[config.mk]
export PLATFORM = sky130hd
export DESIGN_NAME = multi_clock_gen
export DESIGN_NICKNAME = d
export VERILOG_FILES = /design/src/rtl/multi_clock_gen.sv
export SDC_FILE = /design/constraint.sdc
export NUM_CORES = 1
export LEC_CHECK = 0
export BUFFER_PORTS_ARGS = -buffer_cell sky130_fd_sc_hd__buf_2
export CORE_ASPECT_RATIO = 0.5
export CORE_MARGIN = 2
export CORE_UTILIZATION = 56
export DETAILED_ROUTE_END_ITERATION = 10
export PLACE_DENSITY_LB_ADDON = 0.05
export SLEW_MARGIN = 20
export SYNTH_ARGS = -nofsm -noshare
export SYNTH_HDL_FRONTEND = slang
export SYNTH_SLANG_ARGS = --single-unit
[constraint.sdc]
create_clock -name clk_In -period 8.1 [get_ports clk_In]
set_clock_uncertainty 0.1 [all_clocks]
set_input_delay 0.81 -clock clk_In [delete_from_list [all_inputs] [get_ports clk_In]]
set_output_delay 0.81 -clock clk_In [all_outputs]
set_load 0.005 [all_outputs]
[src/rtl/multi_clock_gen.sv]
// multi_clock_gen: NUM_CH programmable clock/strobe dividers off one clock.
// Shadowed period/mode updates land on wrap or sync, so no runt phases.
module multi_clock_gen #(
  parameter int NUM_CH = 4,
  parameter int DIV_W  = 24,
  parameter logic [NUM_CH*DIV_W-1:0] DEF_DIV =
    {24'd302250, 24'd403000, 24'd48, 24'd12090000},
  parameter logic [NUM_CH-1:0] DEF_MODE = {NUM_CH{1'b0}}
) (
  input  logic              clk_In,
  input  logic              rst,
  input  logic              cfg_we,
  input  logic [3:0]        cfg_ch,
  input  logic [DIV_W-1:0]  cfg_div,
  input  logic              cfg_mode,
  input  logic              sync,
  output logic [NUM_CH-1:0] clk_out,
  output logic [NUM_CH-1:0] tick,
  output logic [NUM_CH-1:0] pend
);

  logic [NUM_CH-1:0][DIV_W-1:0] per_q, per_d;
  logic [NUM_CH-1:0][DIV_W-1:0] shd_per_q, shd_per_d;
  logic [NUM_CH-1:0][DIV_W-1:0] cnt_q, cnt_d;
  logic [NUM_CH-1:0] mode_q, mode_d;
  logic [NUM_CH-1:0] shd_mode_q, shd_mode_d;
  logic [NUM_CH-1:0] pend_q, pend_d;
  logic [NUM_CH-1:0] run_q, run_d;
  logic [NUM_CH-1:0] clk_q, clk_d;
  logic [NUM_CH-1:0] tick_q, tick_d;
  logic [NUM_CH-1:0] wr_sel, en_q, wrap;

  assign clk_out = clk_q;
  assign tick    = tick_q;
  assign pend    = pend_q;

  // Per-channel write select, enable and wrap (run_q=0 means restart)
  always_comb begin
    wr_sel = '0;
    en_q   = '0;
    wrap   = '0;
    for (int i = 0; i < NUM_CH; i++) begin
      wr_sel[i] = cfg_we && (32'(cfg_ch) == i);
      en_q[i]   = per_q[i] > DIV_W'(1);
      wrap[i]   = !run_q[i] ||
                  (cnt_q[i] == per_q[i] - DIV_W'(1));
    end
  end

  // Next-state: apply config on sync/wrap/disabled, decode outputs
  always_comb begin
    per_d      = per_q;
    mode_d     = mode_q;
    shd_per_d  = shd_per_q;
    shd_mode_d = shd_mode_q;
    pend_d     = pend_q;
    cnt_d      = cnt_q;
    run_d      = run_q;
    clk_d      = '0;
    tick_d     = '0;
    for (int i = 0; i < NUM_CH; i++) begin
      if (sync || (en_q[i] && wrap[i])) begin
        if (wr_sel[i]) begin
          per_d[i]      = cfg_div;
          mode_d[i]     = cfg_mode;
          shd_per_d[i]  = cfg_div;
          shd_mode_d[i] = cfg_mode;
        end else if (pend_q[i]) begin
          per_d[i]  = shd_per_q[i];
          mode_d[i] = shd_mode_q[i];
        end
        pend_d[i] = 1'b0;
        cnt_d[i]  = '0;
        run_d[i]  = per_d[i] > DIV_W'(1);
      end else if (!en_q[i]) begin
        if (wr_sel[i]) begin
          per_d[i]      = cfg_div;
          mode_d[i]     = cfg_mode;
          shd_per_d[i]  = cfg_div;
          shd_mode_d[i] = cfg_mode;
        end
        cnt_d[i] = '0;
        run_d[i] = 1'b0;
      end else begin
        cnt_d[i] = cnt_q[i] + DIV_W'(1);
        if (wr_sel[i]) begin
          shd_per_d[i]  = cfg_div;
          shd_mode_d[i] = cfg_mode;
          pend_d[i]     = 1'b1;
        end
      end
      if (run_d[i] && (per_d[i] > DIV_W'(1))) begin
        tick_d[i] = cnt_d[i] == '0;
        clk_d[i]  = mode_d[i] ? (cnt_d[i] == '0)
                              : (cnt_d[i] < (per_d[i] >> 1));
      end
    end
  end

  // State and registered outputs
  always_ff @(posedge clk_In) begin
    if (rst) begin
      per_q      <= DEF_DIV;
      mode_q     <= DEF_MODE;
      shd_per_q  <= DEF_DIV;
      shd_mode_q <= DEF_MODE;
      pend_q     <= '0;
      cnt_q      <= '0;
      run_q      <= '0;
      clk_q      <= '0;
      tick_q     <= '0;
    end else begin
      per_q      <= per_d;
      mode_q     <= mode_d;
      shd_per_q  <= shd_per_d;
      shd_mode_q <= shd_mode_d;
      pend_q     <= pend_d;
      cnt_q      <= cnt_d;
      run_q      <= run_d;
      clk_q      <= clk_d;
      tick_q     <= tick_d;
    end
  end

endmodule

==> out/results.tsv, run 1 <==
stage	metric	value	unit
run_status	status	finished, final reports clean	
timing	min_period	6.14	ns
route	drtIter0Drc	2759	
floorplanning	die-area	39700	um2
synthesis	synth_ff_type	dfxtp_1	
route	dr_wl_met3	8820	um
synthesis	seq_area_frac_synth	0.293	
floorplanning	start_util	0.569	
synthesis	ys_seq_elements	312	
clocking	ctsRootBufferMaster	clkbuf_16	
setup_path	startpoint	per_q[24]$_SDFF_PP0_	
timing	min_period_over_period	0.758	
global_route	grt_overflow	0	
synthesis	synthTopCellsByArea	dfxtp_1, nor2_1, nand2_1, ha_1, a21oi_1	
cells_and_area	finalNetCount	2833	
timing	relSlewSlack	0.292	
route	m1WireLength	35000	um
timing	setup-tns-final	0	ns
synthesis	synth_edf_count	0	
route	wl_per_cell	22.4	um
setup_path	start_kind	flip-flop	
global_route	grt_max_degree	67	
cells_and_area	diodes	0	
setup_path	worst_path_max_delay_cell	nor4_1	
placed_design	io_buffers	44	
floorplanning	die_h	142	um
placed_design	dp_slack	2.20	ns
timing	setup_viol_count_final	0	
hold_path	min-delay-start	shd_per_q[54]$_SDFFE_PP0P_	
global_route	antenna_found_initial	1	
route	dr.pass1.iters	7	
power_and_ir_drop	power_density	157	nW/um2
timing	finalHoldViolCount	0	
placed_design	dp_hpwl	52200	um
synthesis	syn_area	21300	um2
route	ant_nets	0	
timing	report.final.slew_viol_count	0	
cells_and_area	nFillCells	3500	
synthesis	synth_top_area_cell	dfxtp_1	
clocking	numCtsBuffers	30	
cells_and_area	areaGrowthSynthToFinish	5.99	%
route	vias	20800	
route	via_per_inst	6.45	
synthesis	async_reset_ff_frac	0	
setup_path	path_class	reg2reg	
clocking	cts_tree	yes	
cells_and_area	fin_util	0.603	
timing	layout_setup_ws	1.96	ns
floorplanning	rows	50	
clocking	clockBufferDepth	3	
clocking	clkTransAtPathRegs	0.07	ns
clocking	ctsHoldBuffers	0	
floorplanning	fp.dieW	280	um
setup_path	slowest_delay	0.87	ns
route	wl_met2	27200	um
synthesis	syn_avg_cell_area	7.56	um2
synthesis	synth_top_area_frac	0.293	
clocking	clock_latency	0.61	ns
floorplanning	ios	45	
synthesis	syn_inst	2818	
clocking	cts.sinks	312	
power_and_ir_drop	swShare	0.279	
setup_path	worstPathRequired	8.52	ns
setup_path	crit_fanout	15	
setup_path	r2r_start	per_q[24]$_SDFF_PP0_	
floorplanning	design.core.area	37500	um2
global_route	grt_pass1_wl	110000	um
timing	worstMarginPinSlew	1.06	ns
setup_path	cp.arrival	6.56	ns
power_and_ir_drop	switchingPower	991	uW
power_and_ir_drop	p_int	2.56	mW
power_and_ir_drop	clockPowerShare	0.435	
route	maxUsedRoutingLayer	met5	
setup_path	cp-end-kind	flip-flop	
power_and_ir_drop	p_comb_frac	0.108	
synthesis	synth.distinct_cells	98	
timing	rsz0062_at_grt	false	
job	drv_cap	0	
timing	fmax	0.163	GHz
setup_path	critPathMostFrequentCell	nand2b_1	
setup_path	crit_chain	nor4_1, nand2b_1, or4_1, xnor2_1, a211oi_1, nand4_1, nand2b_1, o21ai_1, a222oi_1, ha_1, a21o_1, a21oi_1, nor2b_1, o21ai_0, nand2b_1, a221oi_1, o21ai_0, a31oi_1, o41ai_1, a211oi_1	
global_route	grtUsageTotal	0.354	
route	drc_errors	0	
route	drt_wl_total	72000	um
placed_design	gp_congestion	0.967	
hold_path	hold_class	reg2reg	
cells_and_area	drive_above_1_share	0.0723	
synthesis	synth_warnings	0	
clocking	post_cts_buffers	0	
power_and_ir_drop	seqPwrFrac	0.457	
power_and_ir_drop	p_leak	8.26	nW
synthesis	synthesis.nets	2950	
clocking	cts_resized	0	
clocking	h-tree-depth	1	
power_and_ir_drop	ir_drop	0.182	mV
global_route	grt_pass1_vias	18200	
-- critical path, delay by kind of cell, from the launching register on --
family,cells,cell delay (ns)
compound gates,11,2.70
simple gates,7,2.35
flops,1,0.40
fa+ha+maj,1,0.33
xor+xnor,1,0.14
-- power by group through the flow --
stage	logic, mW	registers [mW]	clock network (mW)
after floorplan	0.271	1.62	0
after CTS	0.372	1.62	1.55
final	0.384	1.62	1.54
after global routing	0.413	1.62	1.62
after detailed placement	0.370	1.65	0
after global placement	0.369	1.65	0
-- worst paths after layout --
check / endpoint / slack [ns] / cells after the start
worst max-delay path: clk_out[1]$_SDFF_PP0_ / 1.96 / 20
worst min-delay path: shd_per_q[54]$_SDFFE_PP0P_ / 0.35 / 2
worst max register to register: clk_out[1]$_SDFF_PP0_ / 1.96 / 20
worst min register to register: shd_per_q[54]$_SDFFE_PP0P_ / 0.35 / 2
-- area by class of cell --
cell class	instances	area (um2)	share of cell area
multi-input combinational	2242	14100	0.623
sequential	312	6250	0.277
clock buffer	41	893	0.0396
tap	494	618	0.0274
timing repair buffer	71	433	0.0192
clock inverter	15	166	0.00737
inverter	44	165	0.00731
-- cells by family after synthesis --
| group | Yosys count | share of synthesized area |
|---|---|---|
| simple gates | 1221 | 0.277 |
| compound gates | 594 | 0.179 |
| flops | 312 | 0.293 |
| buf+inv | 264 | 0.0483 |
| xor+xnor | 210 | 0.0870 |
| mux | 117 | 0.0571 |
| fa+ha+maj | 100 | 0.0586 |
-- state kept, by name, summed over array words and instances (netlist names) --
name	cells
clk_out	4
shd_per_q	96
cnt_q	96
pend	4
per_q	96
tick	4
mode_q	4
run_q	4
shd_mode_q	4
-- Yosys cell counts (9+ instances only) --
| library cell | n |
|---|---|
| and4_1 | 17 |
| nor4_1 | 46 |
| a21o_1 | 40 |
| a31oi_1 | 23 |
| and3_1 | 32 |
| a211oi_1 | 27 |
| or4_1 | 28 |
| ha_1 | 99 |
| mux2_2 | 33 |
| a21oi_1 | 204 |
| and2_1 | 15 |
| nor2_1 | 371 |
| nand2b_1 | 30 |
| dfxtp_1 | 312 |
| a222oi_1 | 14 |
| clkbuf_1 | 184 |
| o22ai_1 | 16 |
| nor2b_1 | 23 |
| nor3_1 | 88 |
| buf_2 | 12 |
| or3_1 | 17 |
| xor2_1 | 99 |
| nand3_1 | 96 |
| o211ai_1 | 9 |
| buf_1 | 20 |
| xnor2_1 | 110 |
| inv_1 | 44 |
| nand2_1 | 333 |
| mux2i_1 | 83 |
| o21ai_0 | 111 |
| a22oi_1 | 11 |
| a211o_1 | 19 |
| o21a_1 | 24 |
| nor3b_1 | 13 |
| nand4_1 | 60 |
| o41ai_1 | 10 |
-- per-stage QoR --
| step | total power, mW | cells | area, um2 | hold WS, ns |
|---|---|---|---|---|
| 2_1_floorplan | 1.89 | 2818 | 21300 | 0.329 |
| 3_3_place_gp | 2.02 | 3162 | 21500 | 0.340 |
| 3_5_place_dp | 2.02 | 3162 | 21500 | 0.345 |
| 4_1_cts | 3.54 | 3218 | 22600 | 0.355 |
| 5_1_grt | 3.65 | 3219 | 22600 | 0.373 |
| 6_report | 3.55 | 3219 | 22600 | 0.352 |
-- cell usage in the layout, fill, tap and decap left out, drive strengths merged, types with 9 or more instances in the layout --
cell,n
nand4,60
or4,29
nand2b,30
nor3b,13
o21a,24
mux2,34
buf,71
a21o,40
o22ai,16
o21ai,113
nor2b,23
o211ai,9
a211o,19
mux2i,83
o41ai,10
inv,45
or3,17
xnor2,110
nor4,51
and4,17
a211oi,27
a31oi,23
ha,99
nor2,373
a21oi,207
a222oi,14
xor2,99
and2,16
nand2,334
clkbuf,41
a22oi,12
and3,33
nor3,89
nand3,96
dfxtp,312
-- routing by layer --
metal / up-vias / global-route usage
li1: 9809 / -
met1: 9786 / 0.571
met2: 1096 / 0.470
met3: 82 / 0.0785
met4: 2 / 0.0585
met5: - / 0
Note: power is estimated with default switching activity, not from simulation.
==> run 2, diff against run 1 <==
Clock period 8.1 ns to 6.3 ns, I/O delays scaled along.
==> run 2 against run 1 <==
Routed wire length is 0.22% lower. Sequential cell count stayed put. Global-route usage is 0.072 points lower. Largest power group unchanged. Total power is 27% higher. Worst hold slack worse by 0.059 ns. Highest routed layer is now met4. Combinational power is 29% higher. Sequential power is 28% higher.
==> out/results.tsv, run 2 (same netlist as run 1, synthesis figures left out) <==
stage	metric	value	unit	change
clocking	numCtsBuffers	31		was 30
route	wl_per_cell	22.2	um	was 22.4 um
cells_and_area	mostFrequentLayoutCell	nor2_1		unchanged
setup_path	crit_fanout	28		was 15
clocking	cts_tree	yes		unchanged
hold_path	min-delay-start	cfg_mode		was shd_per_q[54]$_SDFFE_PP0P_
global_route	grt_pass1_wl	109000	um	was 110000 um
timing	setup-tns-final	0	ns	unchanged
timing	setup_viol_count_final	0		unchanged
clocking	clock_latency	0.61	ns	about the same
power_and_ir_drop	p_leak	8.32	nW	was 8.26 nW
clocking	clkTransAtPathRegs	0.07	ns	about the same
setup_path	worstPathRequired	6.63	ns	was 8.52 ns
timing	finalHoldViolCount	0		unchanged
global_route	antenna_found_initial	1		unchanged
cells_and_area	final_cell_mix	nor2_1, nand2_1, dfxtp_1		unchanged
cells_and_area	finalNonFillerCells	3237		was 3219
timing	min_period_over_period	0.947		was 0.758
cells_and_area	areaGrowthSynthToFinish	6.38	%	was 5.99%
route	dr.pass1.iters	6		was 7
cells_and_area	multi_input_area	14100	um2	about the same
cells_and_area	seqCellArea	6250	um2	unchanged
timing	worstMarginPinSlew	1.07	ns	was 1.06 ns
cells_and_area	reg_top3	cnt_q x96, per_q x96, shd_per_q x96		unchanged
clocking	cts.sinks	312		unchanged
run_status	status	finished, final reports clean		unchanged
route	drtIter0Drc	2604		was 2759
route	drc_errors	0		unchanged
clocking	ctsRootBufferMaster	clkbuf_16		unchanged
setup_path	reg2reg_depth	20		unchanged
clocking	clockBufferDepth	3		unchanged
global_route	grt_overflow	0		unchanged
setup_path	r2r_setup_slack	0.33	ns	was 1.96 ns
global_route	grt_pass1_vias	18200		about the same
global_route	grtUsageTotal	0.353		was 0.354
cells_and_area	fin_util	0.605		was 0.603
power_and_ir_drop	p_total	4.49	mW	was 3.55 mW
floorplanning	rows	50		unchanged
setup_path	start_kind	flip-flop		unchanged
route	ant_nets	0		unchanged
placed_design	io_buffers	44		unchanged
global_route	grt_max_degree	72		was 67
floorplanning	start_util	0.569		unchanged
power_and_ir_drop	power_density	198	nW/um2	was 157 nW/um2
setup_path	r2r_start	per_q[0]$_SDFF_PP0_		was per_q[24]$_SDFF_PP0_
timing	relSlewSlack	0.282		was 0.292
floorplanning	ios	45		unchanged
timing	report.final.slew_viol_count	0		unchanged
placed_design	gp_congestion	1.02		was 0.967
power_and_ir_drop	ir_drop	0.206	mV	was 0.182 mV
floorplanning	design.core.area	37500	um2	unchanged
floorplanning	fp.dieW	280	um	unchanged
clocking	h-tree-depth	1		unchanged
route	vias	20900		was 20800
cells_and_area	drive_above_1_share	0.0784		was 0.0723
route	drt_wl_total	71900	um	was 72000 um
timing	min_period	5.97	ns	was 6.14 ns
setup_path	cp-end-kind	flip-flop		unchanged
cells_and_area	diodes	0		unchanged
cells_and_area	nFillCells	3561		was 3500
setup_path	cp.arrival	6.30	ns	was 6.56 ns
hold_path	hold_class	in2reg		was reg2reg
clocking	post_cts_buffers	0		unchanged
hold_path	hold_depth	3		was 2
floorplanning	die-area	39700	um2	unchanged
job	drv_cap	0		unchanged
clocking	cts_resized	0		unchanged
hold_path	min_to	shd_mode_q[1]$_SDFFE_PP0P_		was shd_per_q[54]$_SDFFE_PP0P_
setup_path	path_class	reg2reg		unchanged
setup_path	reg2reg_to	clk_out[0]$_SDFF_PP0_		was clk_out[1]$_SDFF_PP0_
timing	fmax	0.168	GHz	was 0.163 GHz
placed_design	placed_cells	3180		was 3162
clocking	ctsHoldBuffers	0		unchanged
placed_design	dp_hpwl	52700	um	was 52200 um
setup_path	startpoint	per_q[0]$_SDFF_PP0_		was per_q[24]$_SDFF_PP0_
cells_and_area	finalNetCount	2851		was 2833
timing	rsz0062_at_grt	false		unchanged
floorplanning	die_h	142	um	unchanged
route	via_per_inst	6.45		about the same
## run 2: report_power, final
part           internal [mW]  leakage (nW)  switching (mW)
logic                  0.166          5.30           0.329
registers               2.01          2.53          0.0730
clock network           1.03         0.488           0.882
total                   3.21          8.32            1.28
## run 2: worst max-delay path by stage
stage,to,depth (start not counted),slack [ns]
final,clk_out[0]$_SDFF_PP0_,20,0.33
after global routing,clk_out[0]$_SDFF_PP0_,21,0.09
after CTS,clk_out[0]$_SDFF_PP0_,23,0.43
after detailed placement,clk_out[0]$_SDFF_PP0_,23,0.50
after global placement,clk_out[0]$_SDFF_PP0_,23,0.55
after floorplan,clk_out[0]$_SDFF_PP0_,22,1.17
## run 2: per-layer routing
metal  GRT usage  share of wire  up-vias
met3      0.0814           0.12       88
met1       0.575           0.49     9826
met2       0.461           0.37     1097
met4      0.0591          0.016        0
met5           0              0        -
li1            -              -     9865
## run 2: final cells by class
| class | instances | share of cell area |
|---|---|---|
| sequential | 312 | 0.276 |
| clock inverter | 16 | 0.00580 |
| tap | 494 | 0.0273 |
| clock buffer | 41 | 0.0390 |
| inverter | 44 | 0.00729 |
| multi-input combinational | 2242 | 0.621 |
| timing repair buffer | 88 | 0.0246 |
## run 2: worst max-delay path, stage by stage (launching register included)
cell and delay [ns]:
dfxtp_1 0.41, or4_1 0.63, nor4_2 0.46, nand3_1 0.18, xnor2_1 0.17, or4_1 0.54, o41ai_1 0.49, a21oi_2 0.23
buf_4 0.30, o22ai_1 0.41, ha_1 0.26, o21ai_0 0.09, nand2b_1 0.07, a21oi_1 0.06, o21ai_0 0.16, nand4_1 0.13
a21oi_1 0.17, nor2b_1 0.05, or4_1 0.50, o21ai_0 0.23, a2111oi_0 0.13
## run 2: stage by stage
| stage | setup slack, ns | area, um2 | hold WS [ns] |
|---|---|---|---|
| 4_1_cts | 0.431 | 22700 | 0.271 |
| 5_1_grt | 0.0866 | 22700 | 0.288 |
| 3_3_place_gp | 0.553 | 21600 | 0.341 |
| 6_report | 0.333 | 22700 | 0.293 |
| 3_5_place_dp | 0.498 | 21600 | 0.347 |
| 2_1_floorplan | 1.17 | 21300 | 0.329 |
==> run 3, diff against run 2 <==
Settings changed: PLACE_DENSITY from default to 0.72, PLACE_DENSITY_LB_ADDON 0.05 to default, RECOVER_POWER from default to 100.
==> run 3 against run 2 <==
The run now ends with capacitance limit, slew limit left. Maximum frequency rose by 1.1%. First-iteration DRC count grew 12%. Via count rose by 1.6%. Utilization shrank 0.18 points. Die area unchanged. Sequential share of layout area rose by 0.082 points. Combinational power hardly changed. Count of clock-buffer cells in the layout down 1. Routed wire length decreased by 0.63%. Largest cell class unchanged.
==> out/results.tsv, run 3 (same netlist as run 1, synthesis figures left out) <==
stage	metric	value	unit	change
setup_path	cp.arrival	6.32	ns	was 6.30 ns
power_and_ir_drop	p_leak	8.28	nW	was 8.32 nW
floorplanning	design.core.area	37500	um2	unchanged
clocking	clock_latency	0.59	ns	was 0.61 ns
timing	timing.hold.ws	0.293	ns	about the same
global_route	grt_overflow	0		unchanged
power_and_ir_drop	clockPowerShare	0.430		was 0.426
clocking	ctsRootBufferMaster	clkbuf_16		unchanged
power_and_ir_drop	switchingPower	1.24	mW	was 1.28 mW
route	ant_nets	0		unchanged
run_status	status	finished with violations		was finished, final reports clean
cells_and_area	reg_top3	cnt_q x96, per_q x96, shd_per_q x96		unchanged
timing	setup-tns-final	0	ns	unchanged
route	drt_wl_total	71400	um	was 71900 um
floorplanning	die_h	142	um	unchanged
floorplanning	die-area	39700	um2	unchanged
clocking	cts_tree	yes		unchanged
timing	report.final.slew_viol_count	36		was 0
global_route	grtUsageTotal	0.354		was 0.353
timing	fmax	0.169	GHz	was 0.168 GHz
timing	min_period_over_period	0.937		was 0.947
cells_and_area	areaGrowthSynthToFinish	6.07	%	was 6.38%
global_route	grt_pass1_wl	111000	um	was 109000 um
clocking	clockBufferDepth	3		unchanged
clocking	h-tree-depth	1		unchanged
setup_path	crit_fanout	19		was 28
setup_path	start_kind	flip-flop		unchanged
cells_and_area	finalNonFillerCells	3238		was 3237
power_and_ir_drop	power_density	200	nW/um2	was 198 nW/um2
route	dr.pass1.iters	8		was 6
clocking	clkTransAtPathRegs	0.07	ns	about the same
setup_path	worstPathRequired	6.71	ns	was 6.63 ns
timing	rsz0062_at_grt	false		unchanged
setup_path	path_class	reg2reg		unchanged
job	drv_cap	1		was 0
hold_path	hold_class	in2reg		unchanged
run_status	violations	capacitance limit, slew limit		
floorplanning	rows	50		unchanged
cells_and_area	drive_above_1_share	0.0656		was 0.0784
cells_and_area	diodes	0		unchanged
global_route	antenna_found_initial	0		was 1
power_and_ir_drop	seqPwrFrac	0.461		was 0.464
cells_and_area	finalNetCount	2854		was 2851
floorplanning	fp.dieW	280	um	unchanged
clocking	cts.sinks	312		unchanged
placed_design	placed_cells	3184		was 3180
clocking	numCtsBuffers	30		was 31
floorplanning	start_util	0.569		unchanged
power_and_ir_drop	ir_drop	0.269	mV	was 0.206 mV
route	via_per_inst	6.55		was 6.45
route	drtIter0Drc	2904		was 2604
clocking	post_cts_buffers	0		unchanged
timing	finalHoldViolCount	0		unchanged
route	vias	21200		was 20900
timing	setup_viol_count_final	0		unchanged
clocking	cts_resized	0		unchanged
global_route	grt_max_degree	59		was 72
power_and_ir_drop	p_comb_frac	0.109		was 0.110
placed_design	io_buffers	44		unchanged
cells_and_area	mostFrequentLayoutCell	nor2_1		unchanged
cells_and_area	nFillCells	3431		was 3561
route	wl_per_cell	22.1	um	was 22.2 um
cells_and_area	final_cell_mix	nor2_1, nand2_1, dfxtp_1		unchanged
placed_design	dp_hpwl	52900	um	was 52700 um
global_route	grt_pass1_vias	19000		was 18200
power_and_ir_drop	swShare	0.275		was 0.286
floorplanning	ios	45		unchanged
setup_path	cp-end-kind	flip-flop		unchanged
timing	min_period	5.90	ns	was 5.97 ns
timing	relSlewSlack	-0.0470		was 0.282
route	drc_errors	0		unchanged
placed_design	gp_congestion	1.01		was 1.02
power_and_ir_drop	p_int	3.27	mW	was 3.21 mW
timing	worstMarginPinSlew	1.57	ns	was 1.07 ns
clocking	ctsHoldBuffers	0		unchanged
## run 3: cell types whose count changed in the layout (fill, tap and decap cells not counted), moves of 3 or more
cell | previous run | this run
clkinvlp_4 | 6 | 1
clkinv_2 | 6 | 9
mux2_1 | 0 | 9
mux2_2 | 33 | 25
buf_2 | 43 | 40
and2_0 | 1 | 4
buf_4 | 44 | 30
clkbuf_1 | 3 | 23
and2_1 | 15 | 12
## run 3: cell type report
class	count	area (um2)	area share
Multi-Input combinational cell	2242	14000	0.621
Sequential cell	312	6250	0.276
Clock buffer	40	880	0.0389
Tap cell	494	618	0.0273
Timing Repair Buffer	92	515	0.0228
Inverter	44	165	0.00731
Clock inverter	14	151	0.00670
## run 3: final timing paths
check	start	endpoint	slack, ns	depth (start not counted)
max	per_q[48]$_SDFF_PP0_	clk_out[2]$_SDFF_PP0_	0.40	21
min	rst	per_q[60]$_SDFF_PP0_	0.29	2
max reg2reg	per_q[48]$_SDFF_PP0_	clk_out[2]$_SDFF_PP0_	0.40	21
min reg2reg	shd_per_q[40]$_SDFFE_PP0P_	shd_per_q[40]$_SDFFE_PP0P_	0.35	2
## run 3: worst max-delay path: stages, from the launching register on
cell and delay [ns]:
dfxtp_1 0.41, inv_1 0.13, ha_1 0.35, nor3b_1 0.38, nand2_1 0.20, or3_1 0.36
o31a_1 0.29, or3_1 0.35, nor4_1 0.71, nor2_2 0.36, clkbuf_1 0.32, mux2_2 0.35
ha_1 0.33, a21o_1 0.17, a21o_1 0.17, a21oi_1 0.18, o21a_1 0.14, nor2_1 0.04
o211a_1 0.12, o311ai_1 0.09, nand4_1 0.13, a21oi_1 0.15
## run 3: through the flow
stage               setup WS, ns  total power, mW  instance area [um2]  utilization
CTS                        0.597             4.51                22700        0.606
floorplan                   1.17             2.43                21300            -
finish                     0.398             4.51                22600        0.603
global placement           0.767             2.60                21700        0.578
detailed placement         0.635             2.60                21700        0.578
global route              0.0532             4.64                22600        0.603
## run 3: routing by layer
metal / vias up / wire, um / track usage
met4: 0 / 1620 / 0.0777
met3: 132 / 9280 / 0.0783
met1: 9988 / 33300 / 0.557
met5: - / 0 / 0
met2: 1225 / 27200 / 0.479
li1: 9870 / - / -
## run 3: power by group through the flow
| stage | sequential, mW | combinational [mW] | clock (mW) |
|---|---|---|---|
| floorplan | 2.08 | 0.348 | 0 |
| global placement | 2.12 | 0.476 | 0 |
| detailed placement | 2.12 | 0.480 | 0 |
| CTS | 2.08 | 0.483 | 1.95 |
| global route | 2.08 | 0.531 | 2.03 |
| finish | 2.08 | 0.492 | 1.94 |
